`src/rtl/cmd_prefetch_queue_pkg.sv`:
```
// Shared widths, FSM encoding and helpers for the command prefetch queue.
package cmd_prefetch_queue_pkg;

    localparam int CMD_WORD_W    = 32;
    localparam int CMD_MAX_WORDS = 3;
    localparam int CMD_WINDOW_W  = CMD_WORD_W * CMD_MAX_WORDS;

    typedef enum logic [1:0] {
        ST_FILL  = 2'd0,
        ST_READY = 2'd1,
        ST_GAP   = 2'd2
    } pq_state_t;

    // A zero command size from the decoder still consumes one word.
    function automatic logic [1:0] retire_words(input logic [1:0] cmd_size);
        return (cmd_size == 2'd0) ? 2'd1 : cmd_size;
    endfunction

endpackage

```
`src/rtl/cmd_word_fifo.sv`:
```
// Circular DEPTH x 32 word store with 0..3 word pop, flush and a look-ahead
// 3-word peek of the contents as they will be after this cycle's update.
module cmd_word_fifo
    import cmd_prefetch_queue_pkg::*;
#(
    parameter int DEPTH = 4,
    localparam int PTR_W = $clog2(DEPTH),
    localparam int CNT_W = $clog2(DEPTH) + 1
) (
    input  logic                    clk,
    input  logic                    rst_n,
    input  logic                    flush,
    input  logic                    wr_en,
    input  logic [CMD_WORD_W-1:0]   wr_data,
    input  logic [1:0]              pop_n,
    output logic [CNT_W-1:0]        level_next,
    output logic [CMD_WINDOW_W-1:0] window_next
);

    logic [CMD_WORD_W-1:0] mem [DEPTH];
    logic [PTR_W-1:0]      head;
    logic [PTR_W-1:0]      tail;
    logic [CNT_W-1:0]      count;
    logic [PTR_W-1:0]      head_nxt;
    logic [PTR_W-1:0]      idx;

    assign head_nxt   = head + PTR_W'(pop_n);
    assign level_next = flush ? '0 : count + CNT_W'(wr_en) - CNT_W'(pop_n);

    // The word being written this cycle bypasses storage so the window
    // register can capture it at the same edge.
    always_comb begin
        window_next = '0;
        idx         = '0;
        for (int i = 0; i < CMD_MAX_WORDS; i++) begin
            idx = head_nxt + PTR_W'(i);
            window_next[i*CMD_WORD_W +: CMD_WORD_W] = (wr_en && idx == tail) ? wr_data : mem[idx];
        end
    end

    always_ff @(posedge clk or negedge rst_n) begin
        if (!rst_n) begin
            head  <= '0;
            tail  <= '0;
            count <= '0;
        end else if (flush) begin
            tail  <= head;
            count <= '0;
        end else begin
            if (wr_en) tail <= tail + PTR_W'(1);
            head  <= head_nxt;
            count <= level_next;
        end
    end

    // NOTE: storage is deliberately left out of reset; occupancy is tracked by
    // count, so stale words are never presented as valid.
    always_ff @(posedge clk) begin
        if (wr_en && !flush) mem[tail] <= wr_data;
    end

endmodule

```
`src/rtl/cmd_prefetch_queue.sv`:
```
// Instruction prefetch queue: streams ROM words into a small FIFO and presents
// the three head words as a command window; retires and redirects on request.
module cmd_prefetch_queue
    import cmd_prefetch_queue_pkg::*;
#(
    parameter int          ADDR_W     = 8,
    parameter int          DEPTH      = 4,
    parameter int unsigned RESET_ADDR = 0
) (
    input  logic                    clk,
    input  logic                    rst_n,
    output logic [ADDR_W-1:0]       rom_addr,
    output logic                    rom_rd,
    input  logic [CMD_WORD_W-1:0]   rom_data,
    output logic [CMD_WINDOW_W-1:0] cmd_arguments,
    output logic [ADDR_W-1:0]       cmd_addr,
    output logic                    exe_flag,
    input  logic [1:0]              cmd_size,
    input  logic                    ready_flag,
    input  logic                    jmp_flag,
    input  logic [31:0]             jmp_offset
);

    localparam int CNT_W = $clog2(DEPTH) + 1;

    pq_state_t             state;
    logic                  in_flight;
    logic                  retire;
    logic                  push;
    logic                  in_flight_nxt;
    logic                  fetch_ok;
    logic [1:0]            pop_n;
    logic [CNT_W-1:0]      level_next;
    logic [CMD_WINDOW_W-1:0] window_next;
    logic [ADDR_W-1:0]     jmp_target;
    logic                  unused_offset_bits;

    assign unused_offset_bits = ^jmp_offset[31:ADDR_W];

    // A jump overrides a simultaneous retire; the returning read is dropped.
    assign retire        = (state == ST_READY) && ready_flag && !jmp_flag;
    assign pop_n         = retire ? retire_words(cmd_size) : 2'd0;
    assign push          = in_flight && !jmp_flag;
    assign in_flight_nxt = rom_rd && !jmp_flag;
    assign jmp_target    = cmd_addr + jmp_offset[ADDR_W-1:0];
    // Reserve room for the read about to be issued and the one still returning.
    assign fetch_ok      = !jmp_flag && ((int'(level_next) + int'(in_flight_nxt)) < DEPTH);

    cmd_word_fifo #(.DEPTH(DEPTH)) u_fifo (
        .clk         (clk),
        .rst_n       (rst_n),
        .flush       (jmp_flag),
        .wr_en       (push),
        .wr_data     (rom_data),
        .pop_n       (pop_n),
        .level_next  (level_next),
        .window_next (window_next)
    );

    // NOTE: all state here uses non-blocking assignments so every register
    // samples the same pre-edge values regardless of statement order.
    always_ff @(posedge clk or negedge rst_n) begin
        if (!rst_n) begin
            rom_addr      <= ADDR_W'(RESET_ADDR);
            rom_rd        <= 1'b0;
            in_flight     <= 1'b0;
            cmd_addr      <= ADDR_W'(RESET_ADDR);
            cmd_arguments <= '0;
            exe_flag      <= 1'b0;
            state         <= ST_FILL;
        end else if (jmp_flag) begin
            rom_addr  <= jmp_target;
            cmd_addr  <= jmp_target;
            rom_rd    <= 1'b0;
            in_flight <= 1'b0;
            exe_flag  <= 1'b0;
            state     <= ST_FILL;
        end else begin
            if (rom_rd) rom_addr <= rom_addr + ADDR_W'(1);
            rom_rd    <= fetch_ok;
            in_flight <= in_flight_nxt;
            cmd_addr  <= cmd_addr + ADDR_W'(pop_n);
            if (push || retire) cmd_arguments <= window_next;

            case (state)
                ST_FILL: begin
                    if (level_next >= CNT_W'(CMD_MAX_WORDS)) begin
                        state    <= ST_READY;
                        exe_flag <= 1'b1;
                    end
                end
                ST_READY: begin
                    if (retire) begin
                        state    <= ST_GAP;
                        exe_flag <= 1'b0;
                    end
                end
                ST_GAP: begin
                    if (level_next >= CNT_W'(CMD_MAX_WORDS)) begin
                        state    <= ST_READY;
                        exe_flag <= 1'b1;
                    end else begin
                        state    <= ST_FILL;
                        exe_flag <= 1'b0;
                    end
                end
                default: begin
                    state    <= ST_FILL;
                    exe_flag <= 1'b0;
                end
            endcase
        end
    end

endmodule

```
`config.mk`:
```
export PLATFORM = sky130hd
export DESIGN_NAME = cmd_prefetch_queue
export DESIGN_NICKNAME = d
export VERILOG_FILES = /design/src/rtl/cmd_prefetch_queue_pkg.sv /design/src/rtl/cmd_word_fifo.sv /design/src/rtl/cmd_prefetch_queue.sv
export SDC_FILE = /design/constraint.sdc
export NUM_CORES = 1
export LEC_CHECK = 0
export BUFFER_PORTS_ARGS = -buffer_cell sky130_fd_sc_hd__buf_4
export CAP_MARGIN = 20
export CORE_AREA = 2 2 121 211
export DETAILED_ROUTE_END_ITERATION = 8
export DIE_AREA = 0 0 123 213
export PLACE_DENSITY = 0.85
export REMOVE_ABC_BUFFERS = 1
export SLEW_MARGIN = 20
export SYNTH_ARGS = -nofsm -noshare
export SYNTH_HDL_FRONTEND = slang
export SYNTH_SLANG_ARGS = --single-unit
export TNS_END_PERCENT = 5
```
`constraint.sdc`:
```
create_clock -name clk -period 5.3 [get_ports clk]
set_clock_uncertainty 0.15 [all_clocks]
set_input_delay 0 -clock clk [delete_from_list [all_inputs] [get_ports clk]]
set_output_delay 0 -clock clk [all_outputs]
set_load 0.05 [all_outputs]
```
==> results of run 1 <==
state kept, by name, summed over array words and instances (netlist names):
| signal | count |
|---|---|
| u_fifo.mem | 128 |
| cmd_arguments | 96 |
| cmd_addr | 8 |
| rom_addr | 8 |
| u_fifo.count | 3 |
| state | 2 |
| u_fifo.head | 2 |
| u_fifo.tail | 2 |
| exe_flag | 1 |
| in_flight | 1 |
| rom_rd | 1 |
through the flow:
stage          utilization [%]  cells  cell area, um^2  total power [mW]  setup TNS (ns)
5_1_grt                  72.90   1782            17880             10.15               0
3_5_place_dp             67.62   1690            16590             7.886               0
3_3_place_gp             67.62   1690            16590             7.749               0
4_1_cts                  72.88   1781            17880             9.686               0
2_1_floorplan                -   1188            14640             6.516         -589.26
6_report                 72.90   1782            17880             9.760               0
routing by layer:
| metal | track usage, % | vias up | wire length, um |
|---|---|---|---|
| met4 | 18.46 | 0 | 2572 |
| met5 | 0 | - | 0 |
| li1 | - | 5766 | - |
| met2 | 56.60 | 986 | 22620 |
| met3 | 5.182 | 247 | 4041 |
| met1 | 43.77 | 6802 | 15880 |
cell type report:
class,instances,area share [%]
Clock buffer,35,3.750
Antenna cell,1,0.01399
Clock inverter,7,0.6366
Sequential cell,252,38.84
Multi-Input combinational cell,894,42.69
Tap cell,312,2.183
Timing Repair Buffer,239,10.98
Inverter,42,0.9095
Yosys cell counts, drive strengths merged (40+ instances only):
library cell,number,area [um^2]
edfxtp,128,3844
clkbuf,126,473.0
o2111ai,126,1104
o221ai,126,1116
dfrtp,124,3103
nor2,82,307.8
nor2b,73,456.7
nand4,69,437.9
mux4,64,1441
buf,55,291.5
inv,42,157.7
o21ai,40,237.7
report_power, final:
group / total [mW] / leakage, nW / internal, mW / switching, mW
clock network: 1.77 / 0.378 / 1.02 / 0.749
logic: 5.02 / 3.55 / 1.82 / 3.20
registers: 2.97 / 2.66 / 2.55 / 0.417
total: 9.76 / 6.59 / 5.40 / 4.36
logic make-up after synthesis:
family	after synthesis	share of synthesized area [%]
AO/OA/AOI/OAI	463	24.80
buffers and inverters	223	5.986
AND/OR/NAND/NOR	318	11.31
flip-flops	252	45.09
multiplexers	68	9.648
adder cells (fa/ha/maj)	19	1.689
XOR/XNOR	26	1.478
timing repair:
item	4_1_cts	5_1_grt
hold endpoints to repair	318	0
setup endpoints to repair	0	0
hold buffers	49	0
worst max-delay path: stages, from the launching register on:
cell	delay [ns]
sky130_fd_sc_hd__dfrtp_1	0.41
sky130_fd_sc_hd__nand4bb_4	0.26
sky130_fd_sc_hd__inv_4	0.08
sky130_fd_sc_hd__buf_4	0.43
sky130_fd_sc_hd__buf_4	0.77
sky130_fd_sc_hd__nand2_1	0.44
sky130_fd_sc_hd__ha_1	0.42
sky130_fd_sc_hd__inv_1	0.05
sky130_fd_sc_hd__fa_1	0.44
sky130_fd_sc_hd__xnor2_1	0.17
sky130_fd_sc_hd__nor2_1	0.08
sky130_fd_sc_hd__o21bai_1	0.20
sky130_fd_sc_hd__a21oi_1	0.09
sky130_fd_sc_hd__dlygate4sd3_1	0.58
how the worst max path moves through the flow:
stage | to | cells after the start | start | slack, ns
after floorplan | cmd_arguments[67] | 10 | state[1] | -6.45
after global placement | exe_flag | 12 | state[1] | 1.36
after detailed placement | exe_flag | 12 | state[1] | 1.25
after CTS | state[0] | 13 | state[1] | 0.69
after global routing | state[0] | 13 | state[1] | 0.30
final | state[0] | 13 | state[1] | 0.56
==> flow_summary.json, run 1 <==
{
  "clock_sink_count": 252,
  "layout-area-overhead-vs-synth_pct": 16.09,
  "synth_enable_flop_cells": 128,
  "dp_slack_ns": 1.245,
  "cts_tree": "done",
  "first_iter_violations": 2222,
  "num-nets-final": 1541,
  "average_size_of_a_mapped_cell_um2": 11.25,
  "die_height_um": 213,
  "timing.critical_path.to_type": "register",
  "criticalPathCategory": "reg2reg",
  "hp-start": "rom_data[4]",
  "gp_routability_congestion": 0.7953,
  "flop_and_latch_count_out_of_synthesis": 252,
  "pin_count_of_the_biggest_net_entering_global_routing": 93,
  "layout.area.seq_um2": 6947,
  "ctsRootBufferMaster": "sky130_fd_sc_hd__clkbuf_16",
  "post-cts-setup-buffer-count": 0,
  "first_global_vias": 13429,
  "timing.final.ws_setup_ns": 0.5631,
  "length_of_the_first_detailed_routing_pass_in_iterations": 6,
  "hold_viol": 0,
  "min_delay_worst_endpoint": "u_fifo.mem[2][4]",
  "yosysSeqAreaShare_pct": 45.09,
  "fillerInstances": 1614,
  "fp-row-count": 76,
  "cp-start-kind": "register",
  "timing_max_transition_violations_final": 0,
  "cts.clk_slew.worst_paths_ns": 0.07,
  "layout_min_cycle_time_ns": 4.737,
  "worst-path-max-fanout": 81,
  "clock_insertion_delay_worst_skew_ns": 0.54,
  "final_layout_size_suffix_gt1_share_pct": 21.92,
  "die-width_um": 123,
  "worst_ir_drop_on_vdd_v": 0.0005314,
  "outcome": "completed",
  "global_route.usage.total_pct": 34.44,
  "syn-instance-count": 1369,
  "worstPathRequired_ns": 5.57,
  "routed_wl_um": 45110,
  "synth.cell_area_um2": 15410,
  "whs_path_depth": 2,
  "kind_of_path_behind_the_tightest_hold_check": "in2reg",
  "ioPinCount": 184,
  "dpl_hpwl_um": 25650,
  "final.period_utilization_pct": 89.38,
  "grt_pass1_wl_um": 71190,
  "most-common-layout-cells": "sky130_fd_sc_hd__buf_4 (187), sky130_fd_sc_hd__edfxtp_1 (128), sky130_fd_sc_hd__o2111ai_1 (126)",
  "detailroute.via_count": 13801,
  "reg2reg_setup_slack_ns": 0.56,
  "static_leakage_nw": 6.590,
  "inserted_clock_buffers": 23,
  "yosys_most_used_dff": "sky130_fd_sc_hd__edfxtp_1",
  "worstRegToRegCells": 13,
  "cp_data_arrival_time_ns": 5.01,
  "rr_startpoint": "state[1]",
  "r2r-end": "state[0]",
  "unrepaired_setup_endpoints_after_global_routing": "no",
  "overflow": 0,
  "port_buffers": 159,
  "number_of_antenna_violations_at_the_first_check_in_global_routing": 1,
  "die_area_um2": 26200,
  "relSlewSlack_pct": 21.23,
  "finalSetupViolations": 0,
  "clk_path_buf_depth": 3,
  "drc": 0,
  "final_antenna_net_count": 0,
  "tightest_slew_ns": 1.182,
  "detail_route.wl_per_cell_um": 25.31,
  "final_common_cell": "sky130_fd_sc_hd__buf_4",
  "fp.coreArea_um2": 24530,
  "asyncSetResetFlopFracSynth_pct": 49.21,
  "synth-warning-count": 0,
  "netlist-cell-type-count": 49,
  "routed_via_density": 7.745,
  "hold_slack_ns": 0.08330,
  "powerDensity_nw_per_um2": 545.7,
  "max_cap_violations": 0,
  "max_freq_mhz": 211.1,
  "start_util_pct": 62.80,
  "clock_tree.htree_level_count": 1,
  "ctsResizeCount": 0,
  "multi_input_comb_area_um2": 7635
}
Power figures use the tool's default switching activity.
==> inputs of run 2 (changes only) <==
--- a/config.mk
+++ b/config.mk
@@ -7,10 +7,11 @@
 export LEC_CHECK = 0
 export BUFFER_PORTS_ARGS = -buffer_cell sky130_fd_sc_hd__buf_4
 export CAP_MARGIN = 20
-export CORE_AREA = 2 2 121 211
+export CORE_AREA = 2 2 119 208
+export CTS_BUF_LIST = sky130_fd_sc_hd__clkbuf_8
 export DETAILED_ROUTE_END_ITERATION = 8
-export DIE_AREA = 0 0 123 213
-export PLACE_DENSITY = 0.85
+export DIE_AREA = 0 0 121 210
+export PLACE_DENSITY = 0.88
 export REMOVE_ABC_BUFFERS = 1
 export SLEW_MARGIN = 20
 export SYNTH_ARGS = -nofsm -noshare
==> run 2 against run 1 <==
  * Combinational power is 0.8% higher
  * Clock-buffer cell count is 10 higher
  * Power is 0.95% lower
  * Setup slack better by 0.56 ns
  * Fmax is 13% higher
  * Clock power is 7% lower
  * Final cell count is 0.34% higher
  * Critical endpoint is now cmd_arguments[70]
==> flow_summary.json, run 2 (same netlist as run 1, synthesis figures left out) <==
{
  "cts_tree": "done",
  "clock_insertion_delay_worst_skew_ns": 0.54,
  "kind_of_path_behind_the_tightest_hold_check": "in2reg",
  "cts.clk_slew.worst_paths_ns": 0.07,
  "fp-row-count": 75,
  "drc": 0,
  "most-common-layout-cells": "sky130_fd_sc_hd__buf_4 (173), sky130_fd_sc_hd__edfxtp_1 (128), sky130_fd_sc_hd__o2111ai_1 (126)",
  "layout_min_cycle_time_ns": 4.174,
  "criticalPathCategory": "reg2reg",
  "post-place-cells": 1674,
  "tightest_slew_ns": 1.200,
  "final_layout_size_suffix_gt1_share_pct": 22.38,
  "ctsRootBufferMaster": "sky130_fd_sc_hd__clkbuf_8",
  "worstPathRequired_ns": 5.51,
  "final_common_cell": "sky130_fd_sc_hd__buf_4",
  "post-cts-setup-buffer-count": 0,
  "die-width_um": 121,
  "critical_path.cell_chain": "nand4bb_4 > inv_4 > buf_4 > buf_4 > o2111ai_1 > nand4_2 > nor2b_4 > or2_2 > o21ai_0",
  "routed_via_density": 7.758,
  "max_freq_mhz": 239.6,
  "number_of_antenna_violations_at_the_first_check_in_global_routing": 1,
  "slowest_stage": "sky130_fd_sc_hd__or2_2",
  "unrepaired_setup_endpoints_after_global_routing": "no",
  "final.period_utilization_pct": 78.75,
  "hold_viol": 0,
  "routed_wl_um": 45810,
  "setup_tns_ns": 0,
  "global_route.usage.total_pct": 35.87,
  "critical-path-max-stage-delay_ns": 0.86,
  "port_buffers": 159,
  "grt_pass1_wl_um": 72450,
  "detailroute.via_count": 13872,
  "relSlewSlack_pct": 19.78,
  "pin_count_of_the_biggest_net_entering_global_routing": 125,
  "detail_route.wl_per_cell_um": 25.62,
  "fillerInstances": 1495,
  "registers.top_by_ff_count": "u_fifo.mem",
  "cp-start-kind": "register",
  "power.share.switching_pct": 45.67,
  "comb_pwr_share_pct": 52.4,
  "length_of_the_first_detailed_routing_pass_in_iterations": 6,
  "outcome": "completed",
  "clk_path_buf_depth": 3,
  "layoutNonFillerInstCount": 1788,
  "num-nets-final": 1543,
  "p_int_mw": 5.252,
  "layout-area-overhead-vs-synth_pct": 15.45,
  "inserted_clock_buffers": 37,
  "cp_data_arrival_time_ns": 4.38,
  "first_iter_violations": 2320,
  "gp_routability_congestion": 0.7991,
  "first_global_vias": 13770,
  "reg.largest.list": "u_fifo.mem: 128 flops, cmd_arguments: 96 flops",
  "final_antenna_net_count": 0,
  "static_leakage_nw": 6.582,
  "switching_power_mw": 4.415,
  "start_util_pct": 64.89,
  "worst-path-max-fanout": 71,
  "powerDensity_nw_per_um2": 543.6,
  "max_cap_violations": 0,
  "worst_ir_drop_on_vdd_v": 0.0005172,
  "fp.coreArea_um2": 23740,
  "clock_tree.htree_level_count": 2,
  "crit_top_cell": "sky130_fd_sc_hd__buf_4",
  "ioPinCount": 184,
  "timing_max_transition_violations_final": 0,
  "share_clk_of_total_power_pct": 17.0,
  "die_area_um2": 25410,
  "finalSetupViolations": 0,
  "timing.critical_path.to_type": "register",
  "largest_reg_flops": 128,
  "die_height_um": 210,
  "overflow": 0,
  "clock_sink_count": 252,
  "p_total_mw": 9.668,
  "dpl_hpwl_um": 25160,
  "seq_power_share_pct": 30.7
}
## run 2: cell types whose count changed in the layout (fill, tap and decap cells not counted)
cell / previous run / this run
sky130_fd_sc_hd__clkbuf_1: 7 / 0
sky130_fd_sc_hd__buf_4: 187 / 173
sky130_fd_sc_hd__clkbuf_16: 23 / 0
sky130_fd_sc_hd__buf_6: 1 / 2
sky130_fd_sc_hd__clkbuf_8: 5 / 45
sky130_fd_sc_hd__bufinv_16: 3 / 2
sky130_fd_sc_hd__and2_2: 3 / 4
sky130_fd_sc_hd__inv_1: 40 / 47
sky130_fd_sc_hd__clkinv_1: 2 / 3
sky130_fd_sc_hd__buf_16: 1 / 2
sky130_fd_sc_hd__clkinv_2: 0 / 5
sky130_fd_sc_hd__inv_6: 1 / 0
sky130_fd_sc_hd__and2_4: 2 / 1
sky130_fd_sc_hd__clkinv_4: 0 / 1
## run 2: layout make-up
cell class / instances / area [um^2] / share of cell area [%]
diodes: 1 / 2.502 / 0.01407
clock buffers: 45 / 619.3 / 3.482
clock inverters: 19 / 138.9 / 0.7809
inverters: 42 / 162.7 / 0.9145
multi-input cells: 894 / 7634 / 42.92
flip-flops and latches: 252 / 6947 / 39.06
well taps: 308 / 385.4 / 2.167
repair buffers: 227 / 1897 / 10.66
## run 2: stage by stage
stage          utilization, %  setup WS, ns  hold slack [ns]  instance area, um^2
2_1_floorplan               -        -6.447          -0.4456                14640
3_3_place_gp            69.44         1.408          -0.1285                16490
3_5_place_dp            69.55         1.297          -0.1174                16510
4_1_cts                 74.89         1.260          0.06821                17780
5_1_grt                 74.91        0.9690          0.09197                17790
6_report                74.91         1.126          0.08570                17790
## run 2: worst paths after layout
| check | slack (ns) | cells past startpoint | endpoint | from |
|---|---|---|---|---|
| worst max-delay path | 1.13 | 9 | cmd_arguments[70] | state[1] |
| worst min-delay path | 0.09 | 2 | u_fifo.mem[0][30] | rom_data[30] |
| worst max register to register | 1.13 | 9 | cmd_arguments[70] | state[1] |
| worst min register to register | 0.36 | 1 | cmd_arguments[63] | cmd_arguments[63] |
| max in group asynchronous | 3.77 | 4 | cmd_arguments[13] | rst_n |
| min in group asynchronous | 0.44 | 4 | cmd_arguments[44] | rst_n |
## run 2: critical path: cells and delay by family, from the launching register on
kind / cells / cell delay, ns
buf+inv: 3 / 1.31
flops: 1 / 0.42
compound gates: 2 / 0.49
simple gates: 4 / 1.60
## run 2: power by group through the flow
stage	clock, mW	combinational, mW	sequential [mW]
floorplan	0	2.14	4.38
global placement	0	4.76	2.94
detailed placement	0	4.92	2.96
CTS	1.64	4.99	2.94
global route	1.73	5.33	3.00
finish	1.64	5.06	2.96
## run 2: metal layers
metal	routed length [um]	track usage [%]	share of wire (%)	up-vias
met3	4551	6.710	9.9	247
met4	2779	21.53	6.1	0
met5	0	0	0	-
met2	22940	58.43	50	1079
met1	15550	44.30	34	6761
li1	-	-	-	5785
## run 2: timing repair
action / CTS / global route
hold buffers: 49 / 0
endpoints found under the hold margin: 314 / 0
gates resized for setup: 0 / 0
